[src/rtl/string_print_ctrl.sv]
// Print-string sequencer: borrows the DATA_MEMORY port from the pipeline, walks
// string words downward in address and streams their bytes MSB-first until a NUL byte.
module string_print_ctrl #(
    parameter logic [31:0] MEM_LO    = 32'h7FF00000,
    parameter logic [31:0] MEM_HI    = 32'h7FFFFFFF,
    parameter int          MAX_WORDS = 256
) (
    input  logic        clk,
    input  logic        rst_n,
    input  logic        start,
    input  logic [31:0] str_addr,
    input  logic        pipe_mem_write,
    input  logic [31:0] pipe_addr,
    input  logic [31:0] pipe_write_data,
    output logic [31:0] pipe_read_data,
    output logic        mem_write,
    output logic [31:0] mem_addr,
    output logic [31:0] mem_write_data,
    input  logic [31:0] mem_read_data,
    output logic        stall,
    output logic        char_valid,
    output logic [7:0]  char_data,
    input  logic        char_ready,
    output logic        done,
    output logic        error
);

    localparam int CNT_W = $clog2(MAX_WORDS + 1);

    typedef enum logic [1:0] {
        IDLE,
        FETCH,
        EMIT,
        FINISH
    } state_t;

    state_t           state;
    state_t           state_next;
    logic [31:0]      ptr;
    logic [31:0]      ptr_next;
    logic [31:0]      word;
    logic [31:0]      word_next;
    logic [1:0]       byte_idx;
    logic [1:0]       byte_idx_next;
    logic [CNT_W-1:0] word_cnt;
    logic [CNT_W-1:0] word_cnt_next;
    logic             err_flag;
    logic             err_flag_next;

    logic [7:0]       cur_byte;
    logic             range_bad;
    logic             limit_hit;

    always_comb begin
        case (byte_idx)
            2'd3:    cur_byte = word[31:24];
            2'd2:    cur_byte = word[23:16];
            2'd1:    cur_byte = word[15:8];
            default: cur_byte = word[7:0];
        endcase
    end

    // A pointer that wrapped below zero lands above MEM_HI and aborts here.
    assign range_bad = (ptr < MEM_LO) || (ptr > MEM_HI);
    assign limit_hit = (word_cnt == CNT_W'(MAX_WORDS));

    always_ff @(posedge clk or negedge rst_n) begin
        if (!rst_n) begin
            state    <= IDLE;
            ptr      <= '0;
            word     <= '0;
            byte_idx <= '0;
            word_cnt <= '0;
            err_flag <= 1'b0;
        end else begin
            state    <= state_next;
            ptr      <= ptr_next;
            word     <= word_next;
            byte_idx <= byte_idx_next;
            word_cnt <= word_cnt_next;
            err_flag <= err_flag_next;
        end
    end

    always_comb begin
        state_next    = state;
        ptr_next      = ptr;
        word_next     = word;
        byte_idx_next = byte_idx;
        word_cnt_next = word_cnt;
        err_flag_next = err_flag;
        case (state)
            IDLE: begin
                if (start) begin
                    ptr_next      = str_addr;
                    word_cnt_next = '0;
                    err_flag_next = 1'b0;
                    state_next    = FETCH;
                end
            end
            FETCH: begin
                if (range_bad || limit_hit) begin
                    err_flag_next = 1'b1;
                    state_next    = FINISH;
                end else begin
                    word_next     = mem_read_data;
                    byte_idx_next = 2'd3;
                    ptr_next      = ptr - 32'd1;
                    word_cnt_next = word_cnt + 1'b1;
                    state_next    = EMIT;
                end
            end
            EMIT: begin
                if (cur_byte == 8'h00) begin
                    state_next = FINISH;
                end else if (char_ready) begin
                    if (byte_idx == 2'd0) begin
                        state_next = FETCH;
                    end else begin
                        byte_idx_next = byte_idx - 2'd1;
                    end
                end
            end
            FINISH: begin
                state_next = IDLE;
            end
            default: begin
                state_next = IDLE;
            end
        endcase
    end

    // The controller only ever reads; pipeline writes are blocked while it owns the port.
    always_comb begin
        stall          = (state != IDLE);
        mem_write      = 1'b0;
        mem_addr       = ptr;
        mem_write_data = '0;
        pipe_read_data = '0;
        if (state == IDLE) begin
            mem_write      = pipe_mem_write;
            mem_addr       = pipe_addr;
            mem_write_data = pipe_write_data;
            pipe_read_data = mem_read_data;
        end
        char_valid = (state == EMIT) && (cur_byte != 8'h00);
        char_data  = char_valid ? cur_byte : 8'h00;
        done       = (state == FINISH);
        error      = (state == FINISH) && err_flag;
    end

endmodule
[config.mk]
export PLATFORM = sky130hd
export DESIGN_NAME = string_print_ctrl
export DESIGN_NICKNAME = d
export VERILOG_FILES = /design/src/rtl/string_print_ctrl.sv
export SDC_FILE = /design/constraint.sdc
export NUM_CORES = 1
export LEC_CHECK = 0
export BUFFER_PORTS_ARGS = -buffer_cell sky130_fd_sc_hd__buf_2
export CORE_ASPECT_RATIO = 0.7
export CORE_UTILIZATION = 30
export CTS_CLUSTER_DIAMETER = 200
export DETAILED_ROUTE_END_ITERATION = 8
export SLEW_MARGIN = 20
export SYNTH_ARGS = -nofsm -noshare
export SYNTH_HDL_FRONTEND = slang
export SYNTH_SLANG_ARGS = --single-unit
export TNS_END_PERCENT = 30
[constraint.sdc]
create_clock -name clk -period 2.3 [get_ports clk]
set_input_delay 0.23 -clock clk [delete_from_list [all_inputs] [get_ports clk]]
set_output_delay 0.23 -clock clk [all_outputs]
set_load 0.01 [all_outputs]
### Word-level counts from Yosys, hierarchy flattened

Cells that the tools add are included.

* output and inout bits: 109
* input bits: 133
* bits in registers: 78
* word-level logic and storage cells: 69

* reductions and logical operators: 16
* $lt $le $gt $ge: 2
* $add $sub $neg: 3
* bitwise logic cells: 1
* muxes and demuxes: 26
* equal/unequal tests: 15

Operator list (number)
* $mux 32: 5
* $pmux 32 s2: 1
* $gt 32x31->1 const B: 1
* $lt 32x31->1 const B: 1
* $sub 32x1->32 const B: 1
* $pmux 8 s3: 1
* $mux 9: 2
* $pmux 9 s2: 1
* $mux 2: 8
* $ne 2x2->1 const B: 6
* $add 9x1->9 const B: 1
* $eq 9x9->1 const B: 1
* $reduce_and 3->1: 3
* $eq 2x2->1 const B: 4
* $logic_not 8->1: 1
* $mux 8: 1
* $pmux 2 s4: 1
* $reduce_bool 8->1: 1
* $ne 3x3->1 const B: 2
* $reduce_bool 2->1: 3
* $reduce_and 5->1: 1
* $eq 2x1->1 const B: 2
* $logic_not 2->1: 2
* $mux 1: 4
* 7 further kinds: 9

### Longest topological paths before layout

* word-level depth: 5
* gate-level depth with buffers: 9
* mapped depth without buffers: 7

### Worst setup path before layout

Ideal clock, no wire load.

* path kind: register to register
* from: reg byte_idx[0]
* to: reg byte_idx[0]
* arrival: 1899 ps
* data required time: 2221 ps
* clock period less this slack: 1978 ps
* stages on the path, launching flop included: 8
* setup time: 79 ps
* slack: 322 ps
* path buffers: 1
* cells stage by stage: dfrtp_1 > inv_1 > ha_1 > buf_4 > mux2i_1 > nor4_4 > a2111oi_2 > mux2i_1

* word-level cells in the longest chain between the ends: 5
* elaborated cells between the ends (all ways): 14
* those cells by class: 1 x add/sub; 5 x eq/ne; 5 x mux; 3 x reduce/logical

RTL lines
* start, declared: RTL line 43 `logic [1:0] byte_idx;`
* start signal, assigned: RTL line 79 `byte_idx <= byte_idx_next;`
* $eq 2x1->1, or another cell as far along: RTL line 55 `case (byte_idx)`
* $pmux 8 s3 / $mux 2 (equally long branches): RTL line 55, 117
* $logic_not 8->1 / $mux 2 (equally long branches): RTL line 114, 116
* $ne 2x2->1 (no source line) / $mux 2 (equally long branches)
* $reduce_and 5->1 (no source line) / $pmux 2 s2 (equally long branches)

Several ways; a longest one is shown, not always the timed one. The select of a mux whose other input is x is not followed.
A chain may end at the register's enable or synchronous reset.

### Worst setup path after layout

* from: reg byte_idx[1]
* to: out char_valid

* word-level cells in the longest chain between the ends: 4
* elaborated cells between the ends (all ways): 6
* those cells by class: 3 x eq/ne; 1 x mux; 2 x reduce/logical

RTL lines
* $eq 2x1->1 / $eq 2x2->1 (equally long branches): RTL line 55
* $pmux 8 s3 (*): RTL line 55
* $reduce_bool 8->1 (*): RTL line 146 `char_valid = (state == EMIT) && (cur_byte != 8'h00);`
* $logic_and 1x1->1 (*): RTL line 146
* end, declared: RTL line 21 `output logic char_valid,`

Mark *: on every way between the ends. The rest lies on a longest branch, timed or not.

==> results.ini <==
[logic_synthesis]
synth_area_in_adders_pct = 1.765
yosys.cell_types.count = 57
muxShareOfSynthArea_pct = 8.218
synth.ff_latch_count = 78
number_of_enable_type_register_cells_in_the_synthesized_netlist = 0
simple_gate_area_share_of_the_yosys_netlist_pct = 28.66
syn_nets = 724
post_synthesis_sequential_area_ratio_pct = 39.32
post_synth.cell_area_avg_sq_um = 8.499
yosys.area_share.xor_xnor_pct = 1.059
synth_compound_gate_area_share_pct = 15.73
dominantRegCellSynth = dfrtp_1
largest_family_of_logic_cells_by_synthesized_area = simple AND/OR/NAND/NOR gates
synthesis.yosys.warnings = 0
postSynthCellCount = 584
netlist_area_sq_mm = 0.004964
async_reset_ff_share_pct = 100.0

[global_route]
grt_first_pass_wirelength_mm = 23.42
globalRoute.totalOverflow = 0
grt_antenna_before_repair = 0
grt_start_max_net_pins = 43
number_of_global_route_vias_before_repair = 4454
gr_usage_total_pct = 17.91

[route]
initialDrtViolationCount = 279
drt_pass1_iterations = 4
drc = 0
routed_wire_length_per_instance_um = 14.16
post_drt_via_cell_ratio = 4.675
detailroute.via_count = 4918
wl_mm = 14.89
ant_nets = 0

[worst_setup_path]
setup.worst_path.end_class = primary output
required_ps = 2070
crit_path_kind = flop to primary output
crit_path_start_kind = flop
largest_driver_fanout_on_the_critical_path = 6
worstPathArrival_ps = 2300

[timing]
timing_worst_slew_pin_value_ps = 525.5
finalClockSkew_ps = 12.35
hold_ws_ps = 103.1
finalCriticalPeriod_ps = 2534
setup-violations-final = 3
fmax_mhz = 394.7
rsz0062_at_grt = yes
worst_slew_margin_rel_pct = 64.97
finalHoldViolCount = 0
timing.final.ws_setup_ps = -233.5
drv_slew = 0
setup-tns-final_ps = -375.7
fin_crit_sh_pct = 110.2

[placed_design]
final_weighted_congestion_in_routability_driven_placement = 0.8331
hpwlAfterDp_mm = 11.64
count_of_buffers_inserted_at_the_top_level_ports = 241
pre_cts_ws_ps = 8.965
place_area_sq_mm = 0.006471

[pwr]
cellPowerDensity_mw_per_mm2 = 1170
ir_drop_v = 0.0004236
power.leakage_nw = 3.398

[cts]
cts-buffers-inserted = 9
clockRootBuffer = clkbuf_16
clockBufferDepth = 2
tritoncts = done
worst_setup_hold_path_clk_slew_ps = 60
insertion_delay_ps = 340
clock_sinks = 78
deepest_level_of_the_cts_h_tree = 3

[cells_and_area]
num-fill-cells = 1616
num_antenna_cells = 0
num-nets-final = 967
final_design_area_no_fill_sq_mm = 0.006894
layout-area-overhead-vs-synth_pct = 38.90
drive_above_1_share_pct = 40.87

[floorplanning]
chipWidth_um = 155.7
floorplan.initialDensity_pct = 31.35
core.rowCount = 38
boundaryPins = 242
die_height_um = 109.6
fp.coreArea_sq_mm = 0.01583
design.die.area_sq_mm = 0.01707

[run_status]
violated_checks = setup timing
run_status = complete, but fails checks

[min_path]
worst_hold_path_type = input pin to flop

[flow_run]
maxCapViolations = 0

cell usage in the layout (no fill, tap or decap), drive strengths merged, types with 9 or more instances in the layout:
cell type | Yosys | routed
clkbuf | 16 | 10
a21oi | 31 | 31
a22oi | 9 | 9
o21ai | 44 | 44
and2 | 70 | 70
buf | 24 | 271
inv | 17 | 17
dfrtp | 78 | 78
nand4 | 10 | 10
nor2b | 10 | 10
nor3 | 9 | 9
nor2 | 30 | 30
nand2 | 125 | 125
mux2 | 30 | 30
per-stage QoR:
stage | utilization (%) | std cells | power [mW]
detailed placement | 40.87 | 1030 | 6.405
global placement | 40.87 | 1030 | 6.367
global route | 43.54 | 1052 | 8.700
CTS | 43.31 | 1050 | 8.059
finish | 43.54 | 1052 | 8.064
floorplan | - | 584 | 4.866
metal layers:
layer / up-vias / global-route usage (%) / routed length [um] / part of all wire, %
li1: 2488 / - / - / -
met1: 2239 / 27.15 / 7622 / 51
met2: 184 / 25.62 / 6165 / 41
met3: 7 / 3.705 / 1012 / 6.8
met4: 0 / 4.132 / 94 / 0.63
met5: - / 0 / 0 / 0
kinds of logic after synthesis:
| logic type | after synthesis |
|---|---|
| DFF | 78 |
| adders and majority gates | 7 |
| muxes | 37 |
| and+or+nand+nor | 280 |
| buffers and inverters | 57 |
| xor gates and xnor gates | 6 |
| AOI/OAI and AO/OA | 119 |
where the power goes:
group	internal, mW	leakage, nW	switching [mW]
Sequential	1.70	0.841	0.419
Clock	0.949	0.152	0.568
Combinational	2.06	2.40	2.37
Total	4.71	3.40	3.36
cell usage after synthesis (3+ instances only):
cell type,n,area share [%]
mux2_2,30,6.8
o22ai_1,3,0.38
inv_1,17,1.3
clkbuf_1,16,1.2
a22oi_1,9,1.4
o21ai_1,9,0.91
nor4_1,3,0.38
a222oi_1,4,0.81
and3_1,4,0.50
buf_2,19,1.9
nand4b_1,3,0.53
ha_1,7,1.8
o22a_1,4,0.71
o21ai_0,35,3.5
nand4_1,9,1.1
a31oi_1,3,0.38
nor3_1,9,0.91
dfrtp_1,78,39
nor2b_1,10,1.3
nand2_1,125,9.5
xor2_1,6,1.1
mux2i_1,7,1.4
nand3_1,5,0.50
nor2_1,29,2.2
and2_1,70,8.8
a21oi_1,30,3.0
area by class of cell:
type	count	area [sq um]	area share, %
Multi-Input combinational cell	449	2814	40.82
Sequential cell	78	1953	28.33
Timing Repair Buffer	272	1473	21.36
Tap cell	220	275.3	3.993
Clock buffer	10	229.0	3.321
Clock inverter	6	86.33	1.252
Inverter	17	63.81	0.9256
state kept, by name, indices dropped and copies added, names as in the netlist:
signal and count:
err_flag 1, ptr 32, state 2, word_cnt 9, word 32, byte_idx 2
worst paths after layout:
kind	slack [ps]	endpoint	cells past startpoint	start
worst min register to register	470	word[26]	2	word[26]
worst min-delay path	100	word[22]	3	mem_read_data[22]
worst max register to register	-70	byte_idx[0]	8	byte_idx[0]
worst max-delay path	-230	char_valid	7	byte_idx[1]
max in group asynchronous	1240	word[3]	3	rst_n
min in group asynchronous	410	word[14]	2	rst_n
worst max-delay path, cell delays in order (launching register included):
cell	delay (ps)
dfrtp_1	400
buf_4	150
ha_4	170
a222oi_1	480
mux2i_2	180
nor4_4	330
a21oi_2	100
buf_2	160
timing repair:
item                       CTS  global route
setup buffers                3             2
resized for setup            9             5
hold endpoints to repair    36             0
hold buffers                 1             0
pin swaps                    3             5
setup endpoints to repair    7            12
(Power assumes the default switching activity.)
